### src/rtl/huffman_pkg.sv
// huffman_pkg: shared constants, FSM state type, slot-bus field helpers and
// the saturating count adder for the 6-symbol Huffman merge controller.
// Used by huffman_merge_ctrl (optional macro HUFF_SORT_TIMEOUT_EN) and huffman_code_acc.
package huffman_pkg;

    localparam int unsigned NSYM  = 6;
    localparam int unsigned SYM_W = 8;
    localparam int unsigned BUS_W = NSYM * SYM_W;
    localparam int unsigned NRND  = NSYM - 1;
    localparam int unsigned RND_W = 3;

    typedef logic [SYM_W-1:0] sym_t;
    typedef logic [BUS_W-1:0] bus_t;
    typedef logic [NSYM-1:0]  mask_t;
    typedef logic [RND_W-1:0] rnd_t;

    typedef enum logic [2:0] {IDLE, REQ, WAIT, MERGE, DONE} state_e;

    // Slot/symbol field s of a bus; field 0 is the most significant byte.
    function automatic sym_t slot_get(input bus_t bus, input int unsigned s);
        return bus[(NSYM-1-s)*SYM_W +: SYM_W];
    endfunction

    function automatic bus_t slot_set(input bus_t bus, input int unsigned s, input sym_t v);
        bus_t r;
        r = bus;
        r[(NSYM-1-s)*SYM_W +: SYM_W] = v;
        return r;
    endfunction

    // Count addition clamped at all-ones instead of wrapping.
    function automatic sym_t sat_add(input sym_t a, input sym_t b);
        logic [SYM_W:0] sum;
        sum = {1'b0, a} + {1'b0, b};
        if (sum[SYM_W]) begin
            return '1;
        end
        return sum[SYM_W-1:0];
    endfunction

endpackage

### src/rtl/huffman_code_acc.sv
// huffman_code_acc: per-symbol code (HC) and length-mask (M) accumulator.
// Symbols in mask1 append a 1, symbols in mask0 append a 0, at bit position len
// where len is the current code length (popcount of the symbol's M field).
module huffman_code_acc
    import huffman_pkg::*;
(
    input  logic  clk_i,
    input  logic  rst_ni,
    input  logic  clr_i,
    input  logic  en_i,
    input  mask_t mask1_i,
    input  mask_t mask0_i,
    output bus_t  hc_o,
    output bus_t  m_o
);

    bus_t hc_q, hc_d;
    bus_t m_q, m_d;
    sym_t hc_f, m_f;

    // Next code/mask: clear on new job, else append one bit to each selected symbol.
    always_comb begin
        hc_d = hc_q;
        m_d  = m_q;
        hc_f = '0;
        m_f  = '0;
        if (clr_i) begin
            hc_d = '0;
            m_d  = '0;
        end else if (en_i) begin
            for (int unsigned j = 0; j < NSYM; j++) begin
                if (mask1_i[j] || mask0_i[j]) begin
                    hc_f = slot_get(hc_q, j);
                    m_f  = slot_get(m_q, j);
                    if (mask1_i[j]) begin
                        hc_f = hc_f | (sym_t'(1) << $countones(m_f));
                    end
                    m_f  = (m_f << 1) | sym_t'(1);
                    hc_d = slot_set(hc_d, j, hc_f);
                    m_d  = slot_set(m_d, j, m_f);
                end
            end
        end
    end

    // Code and mask registers.
    always_ff @(posedge clk_i or negedge rst_ni) begin
        if (!rst_ni) begin
            hc_q <= '0;
            m_q  <= '0;
        end else begin
            hc_q <= hc_d;
            m_q  <= m_d;
        end
    end

    assign hc_o = hc_q;
    assign m_o  = m_q;

endmodule

### config.mk
export PLATFORM = sky130hd
export DESIGN_NAME = huffman_code_acc
export DESIGN_NICKNAME = d
export VERILOG_FILES = /design/src/rtl/huffman_pkg.sv /design/src/rtl/huffman_code_acc.sv
export SDC_FILE = /design/constraint.sdc
export NUM_CORES = 1
export LEC_CHECK = 0
export CAP_MARGIN = 20
export CORE_UTILIZATION = 39
export DETAILED_ROUTE_END_ITERATION = 16
export GPL_TIMING_DRIVEN = 0
export PLACE_DENSITY = 0.7
export SETUP_SLACK_MARGIN = 0.4
export SLEW_MARGIN = 40
export SYNTH_ARGS = -nofsm -noshare
export SYNTH_HDL_FRONTEND = slang
export SYNTH_SLANG_ARGS = --single-unit
### constraint.sdc
create_clock -name clk_i -period 9.4 [get_ports clk_i]
set_input_delay 0.94 -clock clk_i [delete_from_list [all_inputs] [get_ports clk_i]]
set_output_delay 0.94 -clock clk_i [all_outputs]
set_load 0.1 [all_outputs]
==> reports/qor.txt, run 1 <==
CP required = 9.60 ns
Clk pwr share = 38.8%
Vias per cell = 5.20
Yosys warnings = 0
R2r startpoint = m_o[40]
Initial antenna violation count = 0
Leak pwr = 0.00340 uW
Seq/Total Area, Yosys = 44.2%
Port Buffers = 109
Die H = 120 um
Setup_tns = 0 ns
Post-Syn Area = 5440 um^2
Vias in the first global route = 4124
CP Max Fanout = 7
Status = finished, final reports clean
Yosys reg bits = 96
M3 GR Usage = 2.99%
Area of the multi-input gates = 2680 um^2
Fillers = 1259
Routing usage on met2 = 30.5%
Critical path, cell by cell = fa_1 -> inv_1 -> fa_1 -> fa_1 -> inv_1 -> ha_1 -> inv_1 -> fa_1 -> and2b_1 -> a311oi_1 -> nor3_1
Initial DRC count = 251
DIE AREA = 14400 um^2
Nets = 696
Fin crit share = 36.9%
Total wire length = 12900 um
# diodes = 0
Crit path buf inv count = 3
Crit. Startpoint = m_o[40]
Final Max Tran Viols = 0
Worst Setup End Kind = register
Crit path largest cell delay = 0.55 ns
Die W = 120 um
Pre-CTS WS = 5.97 ns
Post-CTS sizing = 0
FF+latch area = 2400 um^2
Area leader, netlist = dfrtp_1
Hpwl dp = 9710 um
Vias = 4253
Cells on worst reg2reg path = 11
Logic pwr share = 15.8%
Int Power = 678 uW
Congestion Overflow GR = 0
Number of synthesized flops with an enable pin = 0
Share of cells above drive strength 1 = 22.9%
FFs w/ async S/R, synth = 100%
Boundary Pins = 112
GR Layer Usage met1 = 25.1%
Routability Congestion = 0.838
RSZ-0062 raised after global routing = false
Gate family responsible for the most delay along the worst path = adder cells
Utilization after layout = 49.3%
Critical Path End = hc_o[40]
Crit-path most repeated cell = fa_1
Sw frac = 28.4%
Skew-Pair Late Insertion Delay = 0.34 ns
Final hold viol count = 0
CP arrival = 3.67 ns
First-pass GRT wire length = 21100 um
Postcts setup bufs = 0
Post-synth top flop = dfrtp_1
R2R Setup Slk = 5.93 ns
Crit-path slowest cell = fa_1
R2r endpoint = hc_o[40]
CTS root buf = clkbuf_16
Switching pwr = 269 uW
WL per Instance = 15.8 um
Worst min-delay path category = in -> async
Worst rel slew slack = 51.6%
Num CTS Buffers = 9
H-tree levels = 3
Final setup violation count = 0
Final min period = 3.47 ns
GRT Overall Usage = 18.8%
Yosys top cell area share = 44.2%
Max Buffers Root-to-Sink = 2
DRT antenna net count = 0
Clock-pin slew on the worst setup and hold paths = 0.06 ns
Total clock sinks = 96
Worst slew pin tran = 0.726 ns
Initial Util = 40.6%
CP startpoint kind = register
Peak supply drop = 65.5 uV
Cell Pwr Density = 144 nW/um^2
Synthesized instance count = 517
PnR worst setup slack = 5.93 ns
Critical path type = reg -> reg
Max Fclk = 288 MHz
Number of hold buffers added after CTS = 0
Ranking of synthesized cells by area = dfrtp_1, fa_1, mux2i_1
Top cells by count, synth = dfrtp_1, nor2_1, inv_1
Core area = 13400 um^2
Residual DRC = 0
Gr busiest metal = met2
Mapped Nets = 575
Largest net degree at the start of global routing = 53
TritonRoute pass-1 iters = 5
Flop pwr share = 45.4%
Area Overhead vs Synth = 21.4%
Std cell rows = 42
Crit path depth = 11
Clock Skew = 0.00525 ns
Number of max-cap violations = 0
CTS tree = done
Synth cell types = 24
Avg Inst Size Synth = 10.5 um^2
==> worst min-delay path by stage <==
stage,from,end,slack [ns],cells after the start
global route,rst_ni,m_o[47],0.50,1
floorplan,rst_ni,hc_o[0],0.64,0
detailed placement,hc_o[28],hc_o[28],0.55,2
finish,rst_ni,m_o[39],0.48,1
global placement,m_o[39],m_o[39],0.54,2
CTS,rst_ni,m_o[39],0.49,1
==> flip-flops by register name, summed over array words and instances, names as in the netlist <==
| signal | cells |
|---|---|
| hc_o | 48 |
| m_o | 48 |
==> worst register-to-register path: stages (launching register included) <==
cell      delay, ns
dfrtp_1        0.44
fa_1           0.55
inv_1          0.05
fa_1           0.49
fa_1           0.41
inv_1          0.06
ha_1           0.16
inv_1          0.05
fa_1           0.46
and2b_1        0.25
a311oi_1       0.30
nor3_1         0.09
==> kinds of logic after synthesis <==
kind of cell	share of synthesized area, %
adders and majority gates	13.0
and+or+nand+nor	18.3
buffers and inverters	6.65
DFF	44.2
AOI/OAI and AO/OA	10.2
muxes	7.73
==> power groups by stage <==
stage               combinational (uW)  clock [uW]  sequential, uW
floorplan                         49.6           0             494
global placement                   153           0             438
detailed placement                 150           0             438
CTS                                151         379             430
global route                       160         394             431
finish                             149         368             430
==> cell usage in the layout (no fill, tap or decap), types with 6 or more instances in the layout <==
cell / synthesis / layout
buf_2: 11 / 107
a21oi_1: 7 / 7
clkbuf_16: 0 / 9
clkdlybuf4s50_1: 0 / 12
nor3_1: 39 / 39
and4_1: 6 / 6
a211oi_1: 8 / 8
ha_1: 18 / 18
fa_1: 24 / 24
a311oi_1: 40 / 40
o21ai_4: 6 / 6
nor2b_1: 6 / 6
and4b_1: 12 / 12
and4bb_2: 6 / 6
nor3_2: 9 / 9
mux2i_1: 42 / 42
clkbuf_1: 5 / 7
inv_1: 71 / 71
dfrtp_1: 96 / 96
nor2_1: 96 / 96
==> per-layer routing <==
| metal | share of wire [%] | vias to the layer above | wire [um] |
|---|---|---|---|
| met2 | 47 | 98 | 6110 |
| met3 | 4.4 | 13 | 567 |
| met4 | 1.4 | 0 | 187 |
| li1 | - | 2045 | - |
| met5 | 0 | - | 0 |
| met1 | 47 | 2097 | 6030 |
==> per-stage QoR <==
stage | instances | area (um^2) | total power, uW | hold slack, ns
floorplan | 517 | 5440 | 544 | 0.644
global placement | 802 | 6750 | 591 | 0.540
detailed placement | 803 | 6300 | 588 | 0.550
CTS | 818 | 6600 | 960 | 0.491
global route | 818 | 6600 | 985 | 0.500
finish | 818 | 6600 | 947 | 0.482
==> cell type report <==
type,count,area share (%)
Buffer,19,1.44
Clock buffer,13,3.94
Clock inverter,2,0.588
Inverter,71,4.04
Multi-Input combinational cell,331,40.5
Sequential cell,96,36.4
Tap cell,176,3.34
Timing Repair Buffer,110,9.74
Note: power is estimated with default switching activity, not from simulation.
==> run 2: changes to the inputs <==
==> constraint.sdc (replaced) <==
create_clock -name clk_i -period 3.45 [get_ports clk_i]
set_input_delay 0.345 -clock clk_i [delete_from_list [all_inputs] [get_ports clk_i]]
set_output_delay 0.345 -clock clk_i [all_outputs]
set_load 0.1 [all_outputs]
==> run 2 against run 1 <==
Register-to-register slack got worse by 5.9 ns. Critical endpoint is now hc_o[42]. Critical path depth unchanged. Highest routed layer unchanged. Fmax increased by 1.5%. Critical path type unchanged. First-iteration DRC count increased by 35%. Largest power group unchanged. Largest cell class unchanged.
==> reports/qor.txt, run 2 (synthesis results as in run 1) <==
Routability Congestion = 0.834 (was 0.838)
Worst Setup End Kind = register (unchanged)
CP startpoint kind = register (unchanged)
Port Buffers = 109 (unchanged)
Peak supply drop = 205 uV (was 65.5 uV)
Std cell rows = 42 (unchanged)
Clock Skew = 0.00941 ns (was 0.00525 ns)
Final min period = 3.42 ns (was 3.47 ns)
Core area = 13400 um^2 (unchanged)
GRT Overall Usage = 20.3% (was 18.8%)
Vias per cell = 5.39 (was 5.20)
Boundary Pins = 112 (unchanged)
CP required = 3.65 ns (was 9.60 ns)
H-tree levels = 3 (unchanged)
Crit-path most repeated cell = fa_1 (unchanged)
CTS tree = done (unchanged)
Fin crit share = 99.0% (was 36.9%)
Status = finished, final reports clean (unchanged)
Clock-pin slew on the worst setup and hold paths = 0.07 ns (was 0.06 ns)
Worst rel slew slack = 51.4% (was 51.6%)
Residual DRC = 0 (unchanged)
First-pass GRT wire length = 22600 um (was 21100 um)
Crit-path slowest cell = fa_1 (unchanged)
# diodes = 0 (unchanged)
Final setup violation count = 0 (unchanged)
CP arrival = 3.62 ns (was 3.67 ns)
Worst min-delay path category = in -> reg (was in -> async)
Congestion Overflow GR = 0 (unchanged)
Final hold viol count = 0 (unchanged)
TritonRoute pass-1 iters = 4 (was 5)
Total clock sinks = 96 (unchanged)
Num CTS Buffers = 9 (unchanged)
Critical path, cell by cell = fa_1 -> inv_2 -> fa_1 -> fa_1 -> inv_1 -> ha_2 -> inv_2 -> fa_2 -> and4bb_2 -> nor2_1 -> nor3_1 (was fa_1 -> inv_1 -> fa_1 -> fa_1 -> inv_1 -> ha_1 -> inv_1 -> fa_1 -> and2b_1 -> a311oi_1 -> nor3_1)
Cell Pwr Density = 365 nW/um^2 (was 144 nW/um^2)
Die W = 120 um (unchanged)
Nets = 718 (was 696)
Worst slew pin tran = 0.728 ns (was 0.726 ns)
Number of max-cap violations = 0 (unchanged)
Initial DRC count = 339 (was 251)
Largest net degree at the start of global routing = 50 (was 53)
Cells on worst reg2reg path = 11 (unchanged)
Most frequent cells in the layout = buf_2, dfrtp_1, nor2_1, inv_1, mux2i_1 (was buf_2, nor2_1, dfrtp_1, inv_1, mux2i_1)
Skew-Pair Late Insertion Delay = 0.35 ns (was 0.34 ns)
Hpwl dp = 10000 um (was 9710 um)
DRT antenna net count = 0 (unchanged)
Total wire length = 14300 um (was 12900 um)
Crit path largest cell delay = 0.57 ns (was 0.55 ns)
Max Fclk = 293 MHz (was 288 MHz)
Vias in the first global route = 4467 (was 4124)
Most common cell after layout, fill and taps aside = buf_2 (unchanged)
Worst Hold Depth = 3
Leak pwr = 0.00355 uW (was 0.00340 uW)
Final Max Tran Viols = 0 (unchanged)
RSZ-0062 raised after global routing = true (was false)
CTS root buf = clkbuf_16 (unchanged)
Area Overhead vs Synth = 31.9% (was 21.4%)
Vias = 4530 (was 4253)
Die H = 120 um (unchanged)
Total power draw = 2620 uW (was 947 uW)
Critical path type = reg -> reg (unchanged)
DIE AREA = 14400 um^2 (unchanged)
CP Max Fanout = 4 (was 7)
Max Buffers Root-to-Sink = 2 (unchanged)
Share of cells above drive strength 1 = 43.2% (was 22.9%)
Hold WS = 0.448 ns (was 0.482 ns)
Initial antenna violation count = 0 (unchanged)
Initial Util = 40.6% (unchanged)
WL per Instance = 17.0 um (was 15.8 um)
## run 2: changes by cell type in the layout (fill, tap and decap cells not counted), sizes merged
cell,delta
buf,+21
clkbuf,-3
clkinv,+3
dlygate4sd3,+1
inv,+1
## run 2: cell type report
class                   count  area, um^2
flip-flops and latches     96        2450
clock inverters             6        58.8
multi-input cells         331        3040
fillers                  1178        6230
repair buffers            132         815
inverters                  71         267
plain buffers              19        95.1
well taps                 176         220
clock buffers              10         229
## run 2: per-stage QoR
stage	setup TNS [ns]	cells	utilization, %	worst slack (ns)	cell area, um^2
2_1_floorplan	0	517	-	0.0319	5570
3_3_place_gp	-160.80	802	51.4	-2.24	6880
3_5_place_dp	0	803	48.0	0.0118	6430
4_1_cts	0	840	52.0	0.0265	6970
5_1_grt	-0.928	841	53.5	-0.0873	7170
6_report	0	841	53.5	0.0331	7170
## run 2: final timing paths
kind | from | to | slack [ns]
min in group asynchronous | rst_ni | hc_o[35] | 0.48
max reg2reg | m_o[40] | hc_o[42] | 0.03
min reg2reg | m_o[7] | m_o[7] | 0.55
min | en_i | m_o[0] | 0.45
max | m_o[40] | hc_o[42] | 0.03
max in group asynchronous | rst_ni | m_o[9] | 2.37
## run 2: per-layer routing
| layer | track usage [%] | part of all wire [%] |
|---|---|---|
| met4 | 8.83 | 2.1 |
| met1 | 26.9 | 44 |
| met2 | 32.5 | 48 |
| met5 | 0 | 0 |
| met3 | 3.75 | 5.8 |
## run 2: power by group
part	leakage (uW)	switching [uW]	internal, uW
Sequential	0.00130	25.8	1150
Combinational	0.00211	324	122
Clock	0.000146	438	560
Total	0.00355	788	1830
## run 2: worst max-delay path, delay by kind of cell, from the launching register on
kind                     cells  cell delay [ns]
buffers and inverters        3             0.15
adder cells (fa/ha/maj)      5             2.21
flip-flops                   1             0.49
AND/OR/NAND/NOR              3             0.41
## run 2: what timing repair did
item	in CTS	in global routing
gates resized for setup	29	54
setup endpoints to repair	48	48
pin swaps	29	33
setup buffers	20	1
hold buffers	1	0
endpoints found under the hold margin	47	0
==> run 3: changes to the inputs <==
--- a/config.mk
+++ b/config.mk
@@ -10,6 +10,7 @@
 export DETAILED_ROUTE_END_ITERATION = 16
 export GPL_TIMING_DRIVEN = 0
 export PLACE_DENSITY = 0.7
+export RECOVER_POWER = 25
 export SETUP_SLACK_MARGIN = 0.4
 export SLEW_MARGIN = 40
 export SYNTH_ARGS = -nofsm -noshare
==> run 3 against run 2 <==
Power about the same. Core utilization hardly changed. Setup slack got worse by 0.00070 ns. Final cell count unchanged. Register-to-register slack about the same. The run now ends with capacitance limit, slew limit left. Routed wire length hardly changed. Via count barely moved. Largest power group unchanged.
==> reports/qor.txt, run 3 (synthesis results as in run 1) <==
Status = finished, violations left (was finished, final reports clean)
Violated checks = capacitance limit, slew limit
Utilization after layout = 53.5% (about the same)
Number of max-cap violations = 1 (was 0)
Core area = 13400 um^2 (unchanged)
Max Fclk = 293 MHz (about the same)
CP Max Fanout = 4 (unchanged)
Residual DRC = 0 (unchanged)
Hpwl dp = 10000 um (unchanged)
Num CTS Buffers = 9 (unchanged)
CP required = 3.65 ns (about the same)
RSZ-0062 raised after global routing = true (unchanged)
Most common cell after layout, fill and taps aside = buf_2 (unchanged)
WL per Instance = 17.0 um (about the same)
Area Overhead vs Synth = 31.9% (about the same)
Final hold viol count = 0 (unchanged)
Critical Path End = hc_o[42] (unchanged)
First-pass GRT wire length = 22600 um (unchanged)
Worst rel slew slack = -48.8% (was 51.4%)
GRT Overall Usage = 20.3% (unchanged)
Routability Congestion = 0.834 (unchanged)
R2r startpoint = m_o[40] (unchanged)
Share of cells above drive strength 1 = 43.0% (was 43.2%)
Total wire length = 14300 um (about the same)
Vias per cell = 5.39 (about the same)
Total power draw = 2620 uW (about the same)
Worst Setup End Kind = register (unchanged)
Die H = 120 um (unchanged)
Die W = 120 um (unchanged)
Initial Util = 40.6% (unchanged)
Max Buffers Root-to-Sink = 2 (unchanged)
Initial antenna violation count = 0 (unchanged)
Cells on worst reg2reg path = 11 (unchanged)
Most frequent cells in the layout = buf_2, dfrtp_1, nor2_1, inv_1, mux2i_1 (unchanged)
CP arrival = 3.62 ns (about the same)
Pre-CTS WS = 0.0118 ns (unchanged)
# diodes = 0 (unchanged)
Placed instance area = 6430 um^2 (unchanged)
PnR worst setup slack = 0.0324 ns (was 0.0331 ns)
CTS root buf = clkbuf_16 (unchanged)
Vias in the first global route = 4467 (unchanged)
Cell Pwr Density = 366 nW/um^2 (was 365 nW/um^2)
Critical path type = reg -> reg (unchanged)
DIE AREA = 14400 um^2 (unchanged)
Final min period = 3.42 ns (about the same)
Final setup violation count = 0 (unchanged)
Port Buffers = 109 (unchanged)
Fillers = 1177 (was 1178)
Congestion Overflow GR = 0 (unchanged)
Hold path startpoint = en_i (unchanged)
Largest net degree at the start of global routing = 50 (unchanged)
Clock Skew = 0.00945 ns (was 0.00941 ns)
Final Max Tran Viols = 48 (was 0)
Leak pwr = 0.00356 uW (was 0.00355 uW)
Std cell rows = 42 (unchanged)
Fin crit share = 99.1% (was 99.0%)
CTS tree = done (unchanged)
TritonRoute pass-1 iters = 4 (unchanged)
Total clock sinks = 96 (unchanged)
Boundary Pins = 112 (unchanged)
H-tree levels = 3 (unchanged)
R2r endpoint = hc_o[42] (unchanged)
DRT antenna net count = 0 (unchanged)
Vias = 4531 (was 4530)
R2R Setup Slk = 0.03 ns (about the same)
Worst min-delay path category = in -> reg (unchanged)
Initial DRC count = 339 (unchanged)
Nets = 718 (unchanged)
CP startpoint kind = register (unchanged)
Peak supply drop = 205 uV (about the same)
Post-route cell area = 7170 um^2 (about the same)
Skew-Pair Late Insertion Delay = 0.35 ns (about the same)
Crit. Startpoint = m_o[40] (unchanged)
Worst slew pin tran = 2.23 ns (was 0.728 ns)
Clock-pin slew on the worst setup and hold paths = 0.07 ns (about the same)
==> run 3: cell types whose count changed in the layout (fill, tap and decap cells not counted), sizes merged <==
cell	delta
buf	-1
dlymetal6s4s	+1
==> run 3: how the worst min path moves through the flow <==
stage / endpoint / slack [ns] / cells after the start
after floorplan: hc_o[0] / 0.05 / 0
after global placement: m_o[23] / 0.54 / 2
after detailed placement: hc_o[35] / 0.28 / 1
after CTS: m_o[8] / 0.44 / 3
after global routing: m_o[16] / 0.47 / 3
final: m_o[0] / 0.45 / 3
==> run 3: timing repair <==
item	4_1_cts	5_1_grt
setup endpoints to repair	48	48
resized for setup	29	54
pin swaps	29	33
hold buffers	1	0
cloned	0	0
setup buffers	20	1
hold endpoints to repair	47	0
==> run 3: critical path: stages (launching register included) <==
cell	delay, ns
dfrtp_4	0.49
fa_1	0.57
inv_2	0.04
fa_1	0.51
fa_1	0.41
inv_1	0.07
ha_2	0.18
inv_2	0.04
fa_2	0.54
and4bb_2	0.26
nor2_1	0.11
nor3_1	0.05
==> run 3: where the power goes <==
group	internal, uW	switching [uW]	leakage, uW	total [uW]
Sequential	1150	25.8	0.00130	1180
Combinational	121	324	0.00212	445
Clock	560	438	0.000146	998
==> run 3: stage by stage <==
stage                     hold WS [ns]  setup TNS [ns]  instances
after CTS                        0.443               0        840
after floorplan                 0.0494               0        517
after global routing             0.470          -0.928        841
after global placement           0.543         -160.80        802
after detailed placement         0.278               0        803
final                            0.450               0        841
==> run 3: metal layers <==
layer,vias to the layer above,share of wire (%),global-route usage (%)
li1,2093,-,-
met1,2287,44,26.9
met2,133,48,32.5
met3,18,5.6,3.75
met4,0,2.1,8.83
met5,-,0,0
==> run 3: final cells by class <==
cell class                      instances  area (um^2)  share of cell area (%)
Multi-Input combinational cell        331         3040                    42.3
Sequential cell                        96         2450                    34.2
Timing Repair Buffer                  132          812                    11.3
Inverter                               71          267                    3.72
Clock buffer                           10          229                    3.19
Tap cell                              176          220                    3.07
Buffer                                 19         95.1                    1.33
Clock inverter                          6         58.8                   0.820
